===== config.mk =====
export PLATFORM = sky130hd
export DESIGN_NAME = axis_hdr_insert_pack
export DESIGN_NICKNAME = d
export VERILOG_FILES = /design/src/rtl/axis_hdr_insert_pack.sv
export SDC_FILE = /design/constraint.sdc
export NUM_CORES = 1
export LEC_CHECK = 0
export ABC_AREA = 1
export BUFFER_PORTS_ARGS = -buffer_cell sky130_fd_sc_hd__buf_4
export CAP_MARGIN = 20
export CORE_MARGIN = 3
export CORE_UTILIZATION = 57
export CTS_CLUSTER_DIAMETER = 30
export DETAILED_ROUTE_END_ITERATION = 16
export PLACE_DENSITY_LB_ADDON = 0.3
export SYNTH_ARGS = -nofsm -noshare
export SYNTH_HDL_FRONTEND = slang
export SYNTH_SLANG_ARGS = --single-unit

===== constraint.sdc =====
create_clock -name clk -period 3.2 [get_ports clk]
set_input_delay 0.16 -clock clk [delete_from_list [all_inputs] [get_ports clk]]
set_output_delay 0.16 -clock clk [all_outputs]
set_load 0.02 [all_outputs]

===== src/rtl/axis_hdr_insert_pack.sv =====
// axis_hdr_insert_pack: prepends a 0..N byte header to an AXI-Stream packet
// and repacks the result into full beats behind a registered output.
module axis_hdr_insert_pack #(
    parameter int DATA_WD      = 32,
    parameter int DATA_BYTE_WD = DATA_WD / 8,
    parameter int PKT_CNT_WD   = 16
) (
    input  logic                    clk,
    input  logic                    rst_n,
    input  logic                    s00_axis_tvalid,
    output logic                    s00_axis_tready,
    input  logic [DATA_WD-1:0]      s00_axis_tdata,
    input  logic [DATA_BYTE_WD-1:0] s00_axis_tkeep,
    input  logic                    s01_axis_tvalid,
    output logic                    s01_axis_tready,
    input  logic [DATA_WD-1:0]      s01_axis_tdata,
    input  logic [DATA_BYTE_WD-1:0] s01_axis_tkeep,
    input  logic                    s01_axis_tlast,
    output logic                    m_axis_tvalid,
    input  logic                    m_axis_tready,
    output logic [DATA_WD-1:0]      m_axis_tdata,
    output logic [DATA_BYTE_WD-1:0] m_axis_tkeep,
    output logic                    m_axis_tlast,
    output logic [PKT_CNT_WD-1:0]   pkt_cnt
);
    localparam int N  = DATA_BYTE_WD;
    localparam int CW = $clog2(2 * N + 1);
    localparam logic [CW-1:0] NB = CW'(N);

    typedef enum logic [1:0] {IDLE, HDR, STREAM, TAIL} state_t;

    state_t               state;
    state_t               state_nxt;
    logic [DATA_WD-1:0]   res_q;
    logic [DATA_WD-1:0]   res_d;
    logic [CW-1:0]        r_q;
    logic [CW-1:0]        r_d;
    logic                 out_free;
    logic                 hdr_fire;
    logic                 dat_fire;
    logic                 load;
    logic [DATA_WD-1:0]   out_data;
    logic [N-1:0]         out_keep;
    logic                 out_last;
    logic [DATA_WD-1:0]   hdr_m;
    logic [DATA_WD-1:0]   dat_m;
    logic [DATA_WD-1:0]   hdr_left;
    logic [CW-1:0]        hdr_cnt;
    logic [CW-1:0]        dat_cnt;
    logic [CW-1:0]        tot;
    logic [2*DATA_WD-1:0] cat;

    function automatic logic [CW-1:0] popc(input logic [N-1:0] k);
        logic [CW-1:0] c;
        c = '0;
        for (int i = 0; i < N; i++) c = c + CW'(k[i]);
        return c;
    endfunction

    function automatic logic [DATA_WD-1:0] lane_mask(input logic [N-1:0] k);
        logic [DATA_WD-1:0] m;
        for (int i = 0; i < N; i++) m[8*i +: 8] = {8{k[i]}};
        return m;
    endfunction

    // n bytes in the high lanes; saturates to all ones for n >= N
    function automatic logic [N-1:0] lkeep(input logic [CW-1:0] n);
        return ~({N{1'b1}} >> n);
    endfunction

    assign out_free        = !m_axis_tvalid || m_axis_tready;
    assign s00_axis_tready = (state == IDLE) && out_free;
    assign s01_axis_tready = (state == STREAM) && out_free;
    assign hdr_fire        = s00_axis_tvalid && s00_axis_tready;
    assign dat_fire        = s01_axis_tvalid && s01_axis_tready;

    assign hdr_m    = s00_axis_tdata & lane_mask(s00_axis_tkeep);
    assign dat_m    = s01_axis_tdata & lane_mask(s01_axis_tkeep);
    assign hdr_cnt  = popc(s00_axis_tkeep);
    assign dat_cnt  = popc(s01_axis_tkeep);
    assign hdr_left = hdr_m << {NB - hdr_cnt, 3'b000};
    assign tot      = r_q + dat_cnt;

    // residue sits in the high lanes; data slides in right behind it
    assign cat = {res_q, {DATA_WD{1'b0}}}
               | ({dat_m, {DATA_WD{1'b0}}} >> {r_q, 3'b000});

    always_comb begin
        state_nxt = state;
        res_d     = res_q;
        r_d       = r_q;
        load      = 1'b0;
        out_data  = cat[2*DATA_WD-1 -: DATA_WD];
        out_keep  = '1;
        out_last  = 1'b0;
        unique case (state)
            IDLE: if (hdr_fire) begin
                res_d     = hdr_left;
                r_d       = hdr_cnt;
                state_nxt = (hdr_cnt == NB) ? HDR : STREAM;
            end
            HDR: if (out_free) begin
                load      = 1'b1;
                out_data  = res_q;
                res_d     = '0;
                r_d       = '0;
                state_nxt = STREAM;
            end
            STREAM: if (dat_fire) begin
                out_keep = lkeep(tot);
                load     = (tot != '0);
                if (s01_axis_tlast && tot <= NB) begin
                    out_last  = 1'b1;
                    res_d     = '0;
                    r_d       = '0;
                    state_nxt = IDLE;
                end else begin
                    res_d = cat[DATA_WD-1:0];
                    r_d   = (tot > NB) ? tot - NB : '0;
                    if (s01_axis_tlast) state_nxt = TAIL;
                end
            end
            TAIL: if (out_free) begin
                load      = 1'b1;
                out_data  = res_q;
                out_keep  = lkeep(r_q);
                out_last  = 1'b1;
                res_d     = '0;
                r_d       = '0;
                state_nxt = IDLE;
            end
            default: state_nxt = IDLE;
        endcase
    end

    always_ff @(posedge clk or negedge rst_n) begin
        if (!rst_n) begin
            state <= IDLE;
            res_q <= '0;
            r_q   <= '0;
        end else begin
            state <= state_nxt;
            res_q <= res_d;
            r_q   <= r_d;
        end
    end

    always_ff @(posedge clk or negedge rst_n) begin
        if (!rst_n) begin
            m_axis_tvalid <= 1'b0;
            m_axis_tdata  <= '0;
            m_axis_tkeep  <= '0;
            m_axis_tlast  <= 1'b0;
        end else if (out_free) begin
            m_axis_tvalid <= load;
            if (load) begin
                m_axis_tdata <= out_data;
                m_axis_tkeep <= out_keep;
                m_axis_tlast <= out_last;
            end
        end
    end

    always_ff @(posedge clk or negedge rst_n) begin
        if (!rst_n) begin
            pkt_cnt <= '0;
        end else if (m_axis_tvalid && m_axis_tready && m_axis_tlast) begin
            pkt_cnt <= pkt_cnt + 1'b1;
        end
    end
endmodule

==> results_dict.tcl <==
set metrics [dict create \
    synth.avg_cell_area_sq_um 6.415 \
    leakage_nw 4.196 \
    antenna_found_initial 0 \
    hpwl_mm 16.40 \
    cts_max_level 3 \
    grt_pass1_vias 6659 \
    grt_pass1_wl_mm 33.80 \
    critPathBufInv 4 \
    first_iter_violations 915 \
    power_mw 8.685 \
    finalWirelength_mm 21.49 \
    p_per_area_mw_per_mm2 1077 \
    setup_tns_ps 0 \
    whs_path_depth 4 \
    cts_tree "yes" \
    grt_max_degree 60 \
    placed_area_sq_mm 0.007756 \
    intPower_mw 4.110 \
    post_cts_resized 0 \
    die_width_um 115.1 \
    cts_root_buffer "clkbuf_16" \
    final_layout_size_suffix_gt1_share_pct 16.87 \
    final_nets 1248 \
    timing.rr.start "r_q[0]" \
    max-vdd-ir-drop_v 0.0006668 \
    maxSlewHeadroom_pct 49.53 \
    place_congestion 0.9938 \
    synthesis.nets 1148 \
    synthCells 1057 \
    period_share_pct 81.49 \
    min_to "state[1]" \
    nFillCells 1045 \
    dieArea_sq_mm 0.01324 \
    drc 0 \
    ioPinCount 134 \
    switchingPower_mw 4.575 \
    cts_max_path_buffers 2 \
    place_ws_ps 248.8 \
    max_stage_delay_ps 560 \
    cp.depth 14 \
    numCtsBuffers 9 \
    core.rowCount 39 \
    vias 7582 \
    cp_max_fo 30 \
    portBuffers 133 \
    slew_violations 0 \
    fin_hold_ws_ps 225.8 \
    first_pass_iters 5 \
    critPathKind "in -> reg" \
    clkSinkCount 92 \
    p_seq_share_pct 24.1 \
    crit_family "adder cells" \
    pwr-share-clk_pct 12.3 \
    synthDistinctLibCells 36 \
    yosys_warnings 0 \
    synth_area_sq_mm 0.006780 \
    core_sq_mm 0.01152 \
    p_comb_share_pct 63.6 \
    hold_buffers 1 \
    arrival_ps 2860 \
    slowest_stage "fa_1" \
    min_path_type "in -> reg" \
    die_h_um 115.1 \
    worst_pin_slew_ps 757.1 \
    wl_per_cell_um 16.47 \
    hold_violations 0 \
    fin_area_sq_mm 0.008065 \
    worst_path_most_repeated_cell "fa_1" \
    async_flop_share_pct 100.0 \
    setup_slack_ps 592.4 \
    postCtsSetupRepairBufs 0 \
    ant_nets 0 \
    via_per_inst 5.810 \
    max_cap_violations 0 \
    setup_viol 0 \
    rsz0062_at_grt "no" \
    cts.clk_slew.worst_paths_ps 70 \
    ys_seq_area_share_pct 33.95 \
    grt_use_total_pct 32.13 \
    r2r_slack_ps 760 \
    synth-main-ff-cell "dfrtp_1" \
    initial_core_util_pct 58.88 \
    status "finished, final reports clean" \
    synth_edf_count 0 \
    worst_r2r_path_depth 12 \
    cp-end-kind "flip-flop" \
    cp_cell_sequence "buf_4 > fa_1 > fa_1 > inv_1 > fa_1 > xnor2_1 > inv_1 > ha_1 > nand3_1 > nand2_1 > nand2_2 > buf_4 > nor2_1 > a21oi_1" \
    fmax_mhz 383.5 \
    swShare_pct 52.68 \
    area_growth_pct 18.95 \
    insertion_delay_ps 340 \
    critPathLaunchType "primary input" \
    fin_crit_ps 2608 \
    cp.required_ps 3460 \
    ys_ff_latch 92 \
    rr_endpoint "m_axis_tdata[2]" \
    overflow 0 \
    min_from "s01_axis_tlast" \
    skew_ps 7.119 \
    antenna_cells 0 \
]
cell usage in the layout, fill, tap and decap left out, types with 9 or more instances in the layout:
cell type	n
nand2_1	314
nor2_1	170
buf_4	152
nand3_1	145
dfrtp_1	92
a21oi_1	87
inv_1	60
o21ai_0	26
a31oi_1	12
xnor2_1	10
o21ai_1	10
nand4_1	10
ha_1	9
clkbuf_16	9
power by group through the flow:
stage	logic (mW)	clock network, mW	registers, mW
2_1_floorplan	3.61	0	2.27
5_1_grt	6.09	1.12	2.13
3_3_place_gp	5.28	0	2.09
6_report	5.52	1.07	2.09
4_1_cts	5.42	1.08	2.08
3_5_place_dp	5.39	0	2.09
metrics by stage:
step / util [%] / instances
floorplan: - / 1057
global placement: 67.35 / 1288
detailed placement: 67.35 / 1288
CTS: 70.03 / 1305
global route: 70.03 / 1305
finish: 70.03 / 1305
sequential cells by signal (all words and copies together) (netlist names):
name	count
m_axis_tdata	32
m_axis_tkeep	4
m_axis_tlast	1
m_axis_tvalid	1
pkt_cnt	16
r_q	4
res_q	32
state	2
synth_stat cells, types with 7 or more instances:
| cell | count | area, sq um |
|---|---|---|
| nand2_1 | 314 | 1179 |
| nor2_1 | 170 | 638.1 |
| nand3_1 | 145 | 725.7 |
| dfrtp_1 | 92 | 2302 |
| a21oi_1 | 87 | 435.4 |
| inv_1 | 60 | 225.2 |
| buf_2 | 30 | 150.1 |
| o21ai_0 | 26 | 130.1 |
| clkbuf_1 | 16 | 60.06 |
| a31oi_1 | 12 | 75.07 |
| nand4_1 | 10 | 62.56 |
| o21ai_1 | 10 | 50.05 |
| xnor2_1 | 10 | 87.58 |
| ha_1 | 9 | 112.6 |
| buf_4 | 8 | 60.06 |
| inv_2 | 8 | 30.03 |
| buf_6 | 7 | 78.83 |
worst reg2reg max path: stages (launching register included):
cell and delay, ps:
dfrtp_1 380, fa_1 220, inv_1 60, fa_1 370
xnor2_1 220, inv_1 100, ha_1 190, nand3_1 90
nand2_1 70, nand2_2 70, buf_4 330, nor2_1 90
a21oi_1 160
cell type report:
cell class | count | area [sq um] | share of cell area, %
timing repair buffer | 154 | 1171 | 14.52
multi-input combinational | 831 | 3854 | 47.78
sequential | 92 | 2302 | 28.54
tap | 143 | 178.9 | 2.218
clock inverter | 6 | 70.07 | 0.8688
clock buffer | 10 | 229.0 | 2.839
inverter | 69 | 260.3 | 3.227
cells by family after synthesis:
group                    count (synthesis)  share of synthesized area [%]
AND/OR/NAND/NOR                        660                          40.95
adder cells (fa/ha/maj)                 13                          2.842
XOR/XNOR                                14                          1.808
buffers and inverters                  134                          9.208
flip-flops                              92                          33.95
AO/OA/AOI/OAI                          144                          11.24
layer usage:
| layer | GRT usage (%) | wire [um] | part of all wire (%) | up-vias |
|---|---|---|---|---|
| met3 | 3.526 | 2212 | 10 | 43 |
| met5 | 0 | 0 | 0 | - |
| li1 | - | - | - | 3613 |
| met1 | 46.79 | 9102 | 42 | 3468 |
| met2 | 50.50 | 9635 | 45 | 458 |
| met4 | 10.02 | 541 | 2.5 | 0 |
how the worst max path moves through the flow:
stage / startpoint / end / slack, ps
2_1_floorplan: s00_axis_tkeep[0] / res_q[11] / 610
3_3_place_gp: s01_axis_tkeep[0] / m_axis_tkeep[1] / 330
3_5_place_dp: s01_axis_tkeep[0] / m_axis_tdata[2] / 250
4_1_cts: s01_axis_tkeep[0] / m_axis_tdata[2] / 610
5_1_grt: s01_axis_tkeep[0] / m_axis_tkeep[3] / 430
6_report: s01_axis_tkeep[0] / m_axis_tdata[2] / 590
No activity file was read; power rests on OpenSTA's default activity.
